## config.mk

```make
export PLATFORM = sky130hd
export DESIGN_NAME = stopwatch_display_scan
export DESIGN_NICKNAME = d
export VERILOG_FILES = /design/src/rtl/stopwatch_display_scan.sv
export SDC_FILE = /design/constraint.sdc
export NUM_CORES = 1
export LEC_CHECK = 0
export CAP_MARGIN = 0
export CORE_ASPECT_RATIO = 1.1
export CORE_MARGIN = 1
export CORE_UTILIZATION = 51
export DETAILED_ROUTE_END_ITERATION = 7
export PLACE_DENSITY = 0.79
export SETUP_SLACK_MARGIN = 0.15
export SLEW_MARGIN = 10
export SYNTH_ARGS = -nofsm -noshare
export SYNTH_HDL_FRONTEND = slang
export SYNTH_SLANG_ARGS = --single-unit
```

## constraint.sdc

```tcl
create_clock -name CLK -period 2.47 [get_ports CLK]
set_input_delay 0.494 -clock CLK [delete_from_list [all_inputs] [get_ports CLK]]
set_output_delay 0.494 -clock CLK [all_outputs]
set_load 0.02 [all_outputs]
```

## src/rtl/stopwatch_display_scan.sv

```systemverilog
// Time-multiplexed 6-digit 7-segment driver for the stopwatch counter, with a
// lap-hold snapshot that freezes the display while counting continues.
module stopwatch_display_scan #(
  parameter int SCAN_DIV       = 1000,
  parameter int SEG_ACTIVE_LOW = 1,
  parameter int BLANK_LZ       = 1
) (
  input  logic       CLK,
  input  logic       CLR,
  input  logic       LAP,
  input  logic [3:0] MSH,
  input  logic [3:0] MSL,
  input  logic [3:0] SH,
  input  logic [3:0] SL,
  input  logic [3:0] MH,
  input  logic [3:0] ML,
  output logic [6:0] SEG,
  output logic       DP,
  output logic [5:0] AN,
  output logic       HOLD
);

  localparam int             PW    = (SCAN_DIV > 1) ? $clog2(SCAN_DIV) : 1;
  localparam logic [PW-1:0]  PLAST = PW'(SCAN_DIV - 1);
  localparam logic           INV   = (SEG_ACTIVE_LOW != 0);

  logic [PW-1:0] r_presc_p0;
  logic [2:0]    r_idx_p0;
  logic          r_hold_p0;
  logic [23:0]   r_snap_p0;

  logic [6:0]    r_seg_p1;
  logic          r_dp_p1;
  logic [5:0]    r_an_p1;

  logic          w_tick;
  logic [3:0]    w_nib;
  logic [6:0]    w_seg;
  logic          w_dp;
  logic [5:0]    w_an;

  // Active-high segment code {g,f,e,d,c,b,a}; non-BCD nibbles show a dash.
  function automatic logic [6:0] seg_decode(input logic [3:0] nib);
    logic [6:0] code;
    case (nib)
      4'd0:    code = 7'h3F;
      4'd1:    code = 7'h06;
      4'd2:    code = 7'h5B;
      4'd3:    code = 7'h4F;
      4'd4:    code = 7'h66;
      4'd5:    code = 7'h6D;
      4'd6:    code = 7'h7D;
      4'd7:    code = 7'h07;
      4'd8:    code = 7'h7F;
      4'd9:    code = 7'h6F;
      default: code = 7'h40;
    endcase
    return code;
  endfunction

  assign w_tick = (r_presc_p0 == PLAST);

  // Stage p0 -> p1: select the active digit from the snapshot and encode it.
  always_comb begin
    w_nib = 4'd0;
    case (r_idx_p0)
      3'd0:    w_nib = r_snap_p0[3:0];
      3'd1:    w_nib = r_snap_p0[7:4];
      3'd2:    w_nib = r_snap_p0[11:8];
      3'd3:    w_nib = r_snap_p0[15:12];
      3'd4:    w_nib = r_snap_p0[19:16];
      3'd5:    w_nib = r_snap_p0[23:20];
      default: w_nib = 4'd0;
    endcase

    w_an  = 6'b000001 << r_idx_p0;
    w_dp  = (r_idx_p0 == 3'd2) || (r_idx_p0 == 3'd4);
    w_seg = seg_decode(w_nib);
    if ((BLANK_LZ != 0) && (r_idx_p0 == 3'd5) && (w_nib == 4'd0)) begin
      w_seg = 7'h00;
    end
  end

  // Stage p0: prescaler, digit index, hold flag and snapshot.
  always_ff @(posedge CLK) begin
    if (CLR) begin
      r_presc_p0 <= '0;
      r_idx_p0   <= 3'd0;
      r_hold_p0  <= 1'b0;
      r_snap_p0  <= 24'h0;
    end else begin
      r_presc_p0 <= w_tick ? '0 : r_presc_p0 + PW'(1);
      if (w_tick) begin
        r_idx_p0 <= (r_idx_p0 == 3'd5) ? 3'd0 : r_idx_p0 + 3'd1;
      end
      if (LAP) begin
        r_hold_p0 <= ~r_hold_p0;
      end
      // A LAP pulse always captures the live time, whether entering or leaving hold.
      if (!r_hold_p0 || LAP) begin
        r_snap_p0 <= {MH, ML, SH, SL, MSH, MSL};
      end
    end
  end

  // Stage p1: registered, polarity-adjusted display drive.
  always_ff @(posedge CLK) begin
    if (CLR) begin
      r_seg_p1 <= {7{INV}};
      r_dp_p1  <= INV;
      r_an_p1  <= {6{INV}};
    end else begin
      r_seg_p1 <= w_seg ^ {7{INV}};
      r_dp_p1  <= w_dp ^ INV;
      r_an_p1  <= w_an ^ {6{INV}};
    end
  end

  assign SEG  = r_seg_p1;
  assign DP   = r_dp_p1;
  assign AN   = r_an_p1;
  assign HOLD = r_hold_p0;

endmodule

```

Word level (Yosys, flattened, before mapping):

Memory sizes are Yosys's and may differ from the RTL's.
Index checks and enable logic that the tools add are counted.
Widths: inputs -> output; s select.

* register bits after elaboration: 52
* latch bits: 0
* bits in writable memories: 0
* memory bits (read-only): 112
* input port bits: 27
* output and inout bits: 15
* logic and storage cells: 31
* memories: 1

* add/subtract/negate cells: 2
* $mul: 0
* div/mod/pow operators: 0
* order comparisons: 0
* equality and inequality tests: 6
* shift operators: 1
* muxes and demuxes: 3
* bitwise gates (word level): 4
* reductions and logical operators: 7

Memory list
* (no name shown): words 16, bits a word 7, read ports 1, clocked after Yosys merged registers in 0, write ports 0, RTL line 45 `case (nib)`

Operators with widths (number)
* $pmux 4 s6: 1
* $add 10x1->10 const B: 1
* $eq 10x10->1 const B: 1
* $mux 7: 1
* $not 7->7: 1
* $eq 3x2->1 const B: 2
* $eq 3x3->1 const B: 2
* $not 6->6: 1
* $shl 1x3->6 const A: 1
* $logic_not 4->1: 1
* $add 3x1->3 const B: 1
* $eq 3x1->1 const B: 1
* $logic_not 3->1: 1
* $mux 3: 1
* $logic_or 1x1->1: 2
* $not 1->1: 2
* $reduce_or 2->1: 1
* $logic_and 1x1->1: 1
* $logic_not 1->1: 1

Depth between registers and ports, before layout:

* depth in word-level cells: 6
* depth in mapped cells: 11
* mapped depth without buffers: 10

Least setup slack after synthesis:

Ideal clock, no wire load.

* path kind: reg2reg
* start: register r_idx_p0[0]
* end: register r_seg_p1[0], in the netlist SEG[0]
* library setup time: 127 ps
* arrival time: 2113 ps
* required time: 2343 ps
* slack: 229 ps
* cell stages (with the launch flop): 12
* cell sequence: dfxtp_1 buf_4 and2_2 ha_1 nand2_1 o211ai_1 inv_1 ha_1 a31oi_1 o2111ai_1 a21oi_1 a21oi_1

* cells in the longest elaborated chain, start to end: 6
* elaborated cells between the ends (all ways): 12
* those cells by class: eq/ne: 5; mux: 2; bitwise: 1; reduce/logical: 3; memory: 1

Ends and longest elaborated chain
* start, declared: RTL line 28 `logic [2:0] r_idx_p0;`
* start signal, assigned: RTL line 94 `r_idx_p0 <= (r_idx_p0 == 3'd5) ? 3'd0 : r_idx_p0 + 3'd1;`
* branches (longest 4 deep; another with $mem_v2 16x7)
* $mux 7 *: RTL line 79 `if ((BLANK_LZ != 0) && (r_idx_p0 == 3'd5) && (w_nib == 4'd0)) begin`
* $not 7->7 (no line) *
* end signal, assigned: RTL line 109 `r_seg_p1 <= {7{INV}};`
* end signal, assigned: RTL line 113 `r_seg_p1 <= w_seg ^ {7{INV}};`
* end, declared: RTL line 32 `logic [6:0] r_seg_p1;`

Every way passes the cells marked *.
A chain may end at the register's enable or synchronous reset.

Final worst setup path:

Ends and elaborated chain as after synthesis.

==> impl_metrics.json <==
{
  "wirelength_um": 4590,
  "grt_pass1_vias": 1815,
  "worstMarginPinSlew_ps": 500,
  "syn_area_per_cell_um2": 8.67,
  "port_buffers": 41,
  "drcViolationCount": 0,
  "synth.yosys.seq_area_share_pct": 45.7,
  "ios": 42,
  "pwr-share-comb_pct": 14.3,
  "nets": 340,
  "p_switching_w": 0.000395,
  "mostFrequentLayoutCell": "nand2_1",
  "track_usage_pct": 21.2,
  "rsz0062_at_grt": "no",
  "cts-root-buf": "clkbuf_8",
  "synth_fp_nets": 298,
  "placed_cells": 352,
  "yosys.cell_types.count": 49,
  "synth_top_area_share_pct": 45.7,
  "drv_slew": 0,
  "fin_hold_ws_ps": 454,
  "regToRegStartpoint": "r_idx_p0[0]",
  "critPathCapture": "SEG[0]",
  "overflow": 0,
  "power_frac_seq_pct": 57.2,
  "syn_to_final_growth_pct": 26.1,
  "dieHeight_um": 72.1,
  "core_mm2": 0.00429,
  "grt_antenna_before_repair": 0,
  "r2r_slack_ps": 310,
  "min_path_type": "reg2reg",
  "postSynth.asyncResetShare_pct": 0,
  "synth_edf_count": 0,
  "drv_cap": 0,
  "fin_total_pwr_w": 0.00159,
  "cp-start-kind": "flop",
  "ant_nets": 0,
  "p_leak_nw": 1.13,
  "dp_hpwl_um": 3340,
  "num_rows": 25,
  "crit_type": "reg2reg",
  "grt_first_pass_wirelength_um": 7710,
  "clk_pin_slew_ps": 90,
  "first_pass_iters": 4,
  "synth_warnings": 0,
  "routedWlPerCell_um": 12.8,
  "cts_buffer_depth": 2,
  "powerDensity_mw_per_mm2": 551,
  "max_freq_ghz": 0.463,
  "outcome": "finished, final reports clean",
  "start_util_pct": 53.2,
  "drt_iter0_markers": 72,
  "cts_made_buffers": 5,
  "internal_power_w": 0.00119,
  "yosys_most_used_dff": "dfxtp_1",
  "synthTopCellsByArea": "dfxtp_1 46%, nand2_1 9.5%, a21oi_1 8.1%",
  "setup_viol": 0,
  "cts.sinks": 52,
  "n_antenna_cell": 0,
  "reg2reg_depth": 10,
  "dp_slack_ps": 176,
  "syn_inst": 263,
  "path_max_fanout": 9,
  "end_kind": "flop",
  "clkLatencyLatePin_ps": 300,
  "synthesis.area_mm2": 0.00228,
  "fin_ws_ps": 308,
  "hold_buffers": 0,
  "grt_max_degree": 25,
  "hold_viol": 0,
  "die_x_um": 65.7,
  "stdcell_count": 359,
  "fp.dieArea_mm2": 0.00474,
  "swShare_pct": 24.9,
  "slew_headroom_pct": 66.7,
  "h-tree-depth": 2,
  "p_clk_share_pct": 28.5,
  "final_cell_mix": "58 x nand2_1, 49 x dfxtp_1, 41 x clkdlybuf4s50_1",
  "crit_arrival_ps": 2340,
  "fin_skew_ps": 6.67,
  "fin_crit_sh_pct": 87.5,
  "required_ps": 2650,
  "ys_ff_latch": 52,
  "setup_tns_ps": 0,
  "dr_total_vias": 1894,
  "r2r-end": "SEG[0]",
  "yosys.area.top_type": "dfxtp_1",
  "cts_tree": "yes",
  "viasPerCell": 5.28,
  "drive_gt1_share_pct": 13.4,
  "crit_path_start": "r_idx_p0[0]",
  "finalWeightedCongestion": 0.921,
  "ir_worst_vdd_v": 0.000291,
  "fin_crit_ps": 2160
}
-- layout make-up --
| type | count | area [um2] |
|---|---|---|
| Clock buffer | 5 | 68.8 |
| Clock inverter | 2 | 12.5 |
| Fill cell | 369 | 1410 |
| Inverter | 7 | 26.3 |
| Multi-Input combinational cell | 189 | 1180 |
| Sequential cell | 52 | 1040 |
| Tap cell | 54 | 67.6 |
| Timing Repair Buffer | 50 | 478 |
-- stage by stage --
stage	utilization (%)	instance area, um2
floorplan	-	2280
global placement	64.1	2750
detailed placement	64.1	2750
CTS	66.0	2830
global route	67.1	2880
finish	67.1	2880
-- registers in the layout, indices dropped and copies added, names as in the netlist --
| name | count |
|---|---|
| AN | 6 |
| DP | 1 |
| HOLD | 1 |
| SEG | 7 |
| r_idx_p0 | 3 |
| r_presc_p0 | 10 |
| r_snap_p0 | 24 |
-- critical path, stage by stage, from the launching register on --
cell and delay (ps):
dfxtp_2 360, buf_4 180, and3b_1 220, a21oi_1 50, o211ai_1 210, inv_1 110
ha_1 290, a31oi_4 220, o2111ai_4 150, a21oi_2 170, a21oi_1 80
-- Yosys cell counts, drive strengths merged, types with 6 or more instances --
cell type	n
nor2	12
clkbuf	10
nand3	8
nand2	58
ha	8
o21ai	9
dfxtp	52
a21oi	38
inv	6
-- worst min path at each step --
stage	from	to	slack (ps)	depth (start not counted)
floorplan	r_snap_p0[11]	r_snap_p0[11]	430	2
global placement	r_snap_p0[5]	r_snap_p0[5]	440	2
detailed placement	r_snap_p0[2]	r_snap_p0[2]	440	2
CTS	r_snap_p0[2]	r_snap_p0[2]	460	2
global route	r_snap_p0[2]	r_snap_p0[2]	470	2
finish	r_snap_p0[0]	r_snap_p0[0]	450	2
-- power by group through the flow --
stage / sequential [W] / combinational, W / clock [W]
4_1_cts: 0.000906 / 0.000219 / 0.000468
3_5_place_dp: 0.000925 / 0.000218 / 0
2_1_floorplan: 0.000936 / 0.000106 / 0
6_report: 0.000906 / 0.000227 / 0.000452
5_1_grt: 0.000911 / 0.000250 / 0.000505
3_3_place_gp: 0.000924 / 0.000215 / 0
-- logic make-up (layout without fill, tap and decap cells) --
group | Yosys count | count (layout) | share of synthesized area [%]
AND/OR/NAND/NOR | 109 | 109 | 23.8
AO/OA/AOI/OAI | 58 | 58 | 15.8
flip-flops | 52 | 52 | 45.7
buffers and inverters | 22 | 64 | 4.50
adder cells (fa/ha/maj) | 8 | 8 | 4.39
XOR/XNOR | 7 | 7 | 2.69
multiplexers | 7 | 7 | 3.18
-- routing by layer --
metal	part of all wire (%)	up-vias	wire length [um]	global-route usage, %
met1	45	855	2050	24.9
met3	3.7	11	169	4.09
met5	0	-	0	0
met2	49	47	2270	36.1
li1	-	981	-	-
met4	2.3	0	107	11.1
-- repair_timing --
item | CTS | global route
setup endpoints to repair | 0 | 6
gates resized for setup | 0 | 10
buffers inserted | 0 | 0
Power figures use the tool's default switching activity.
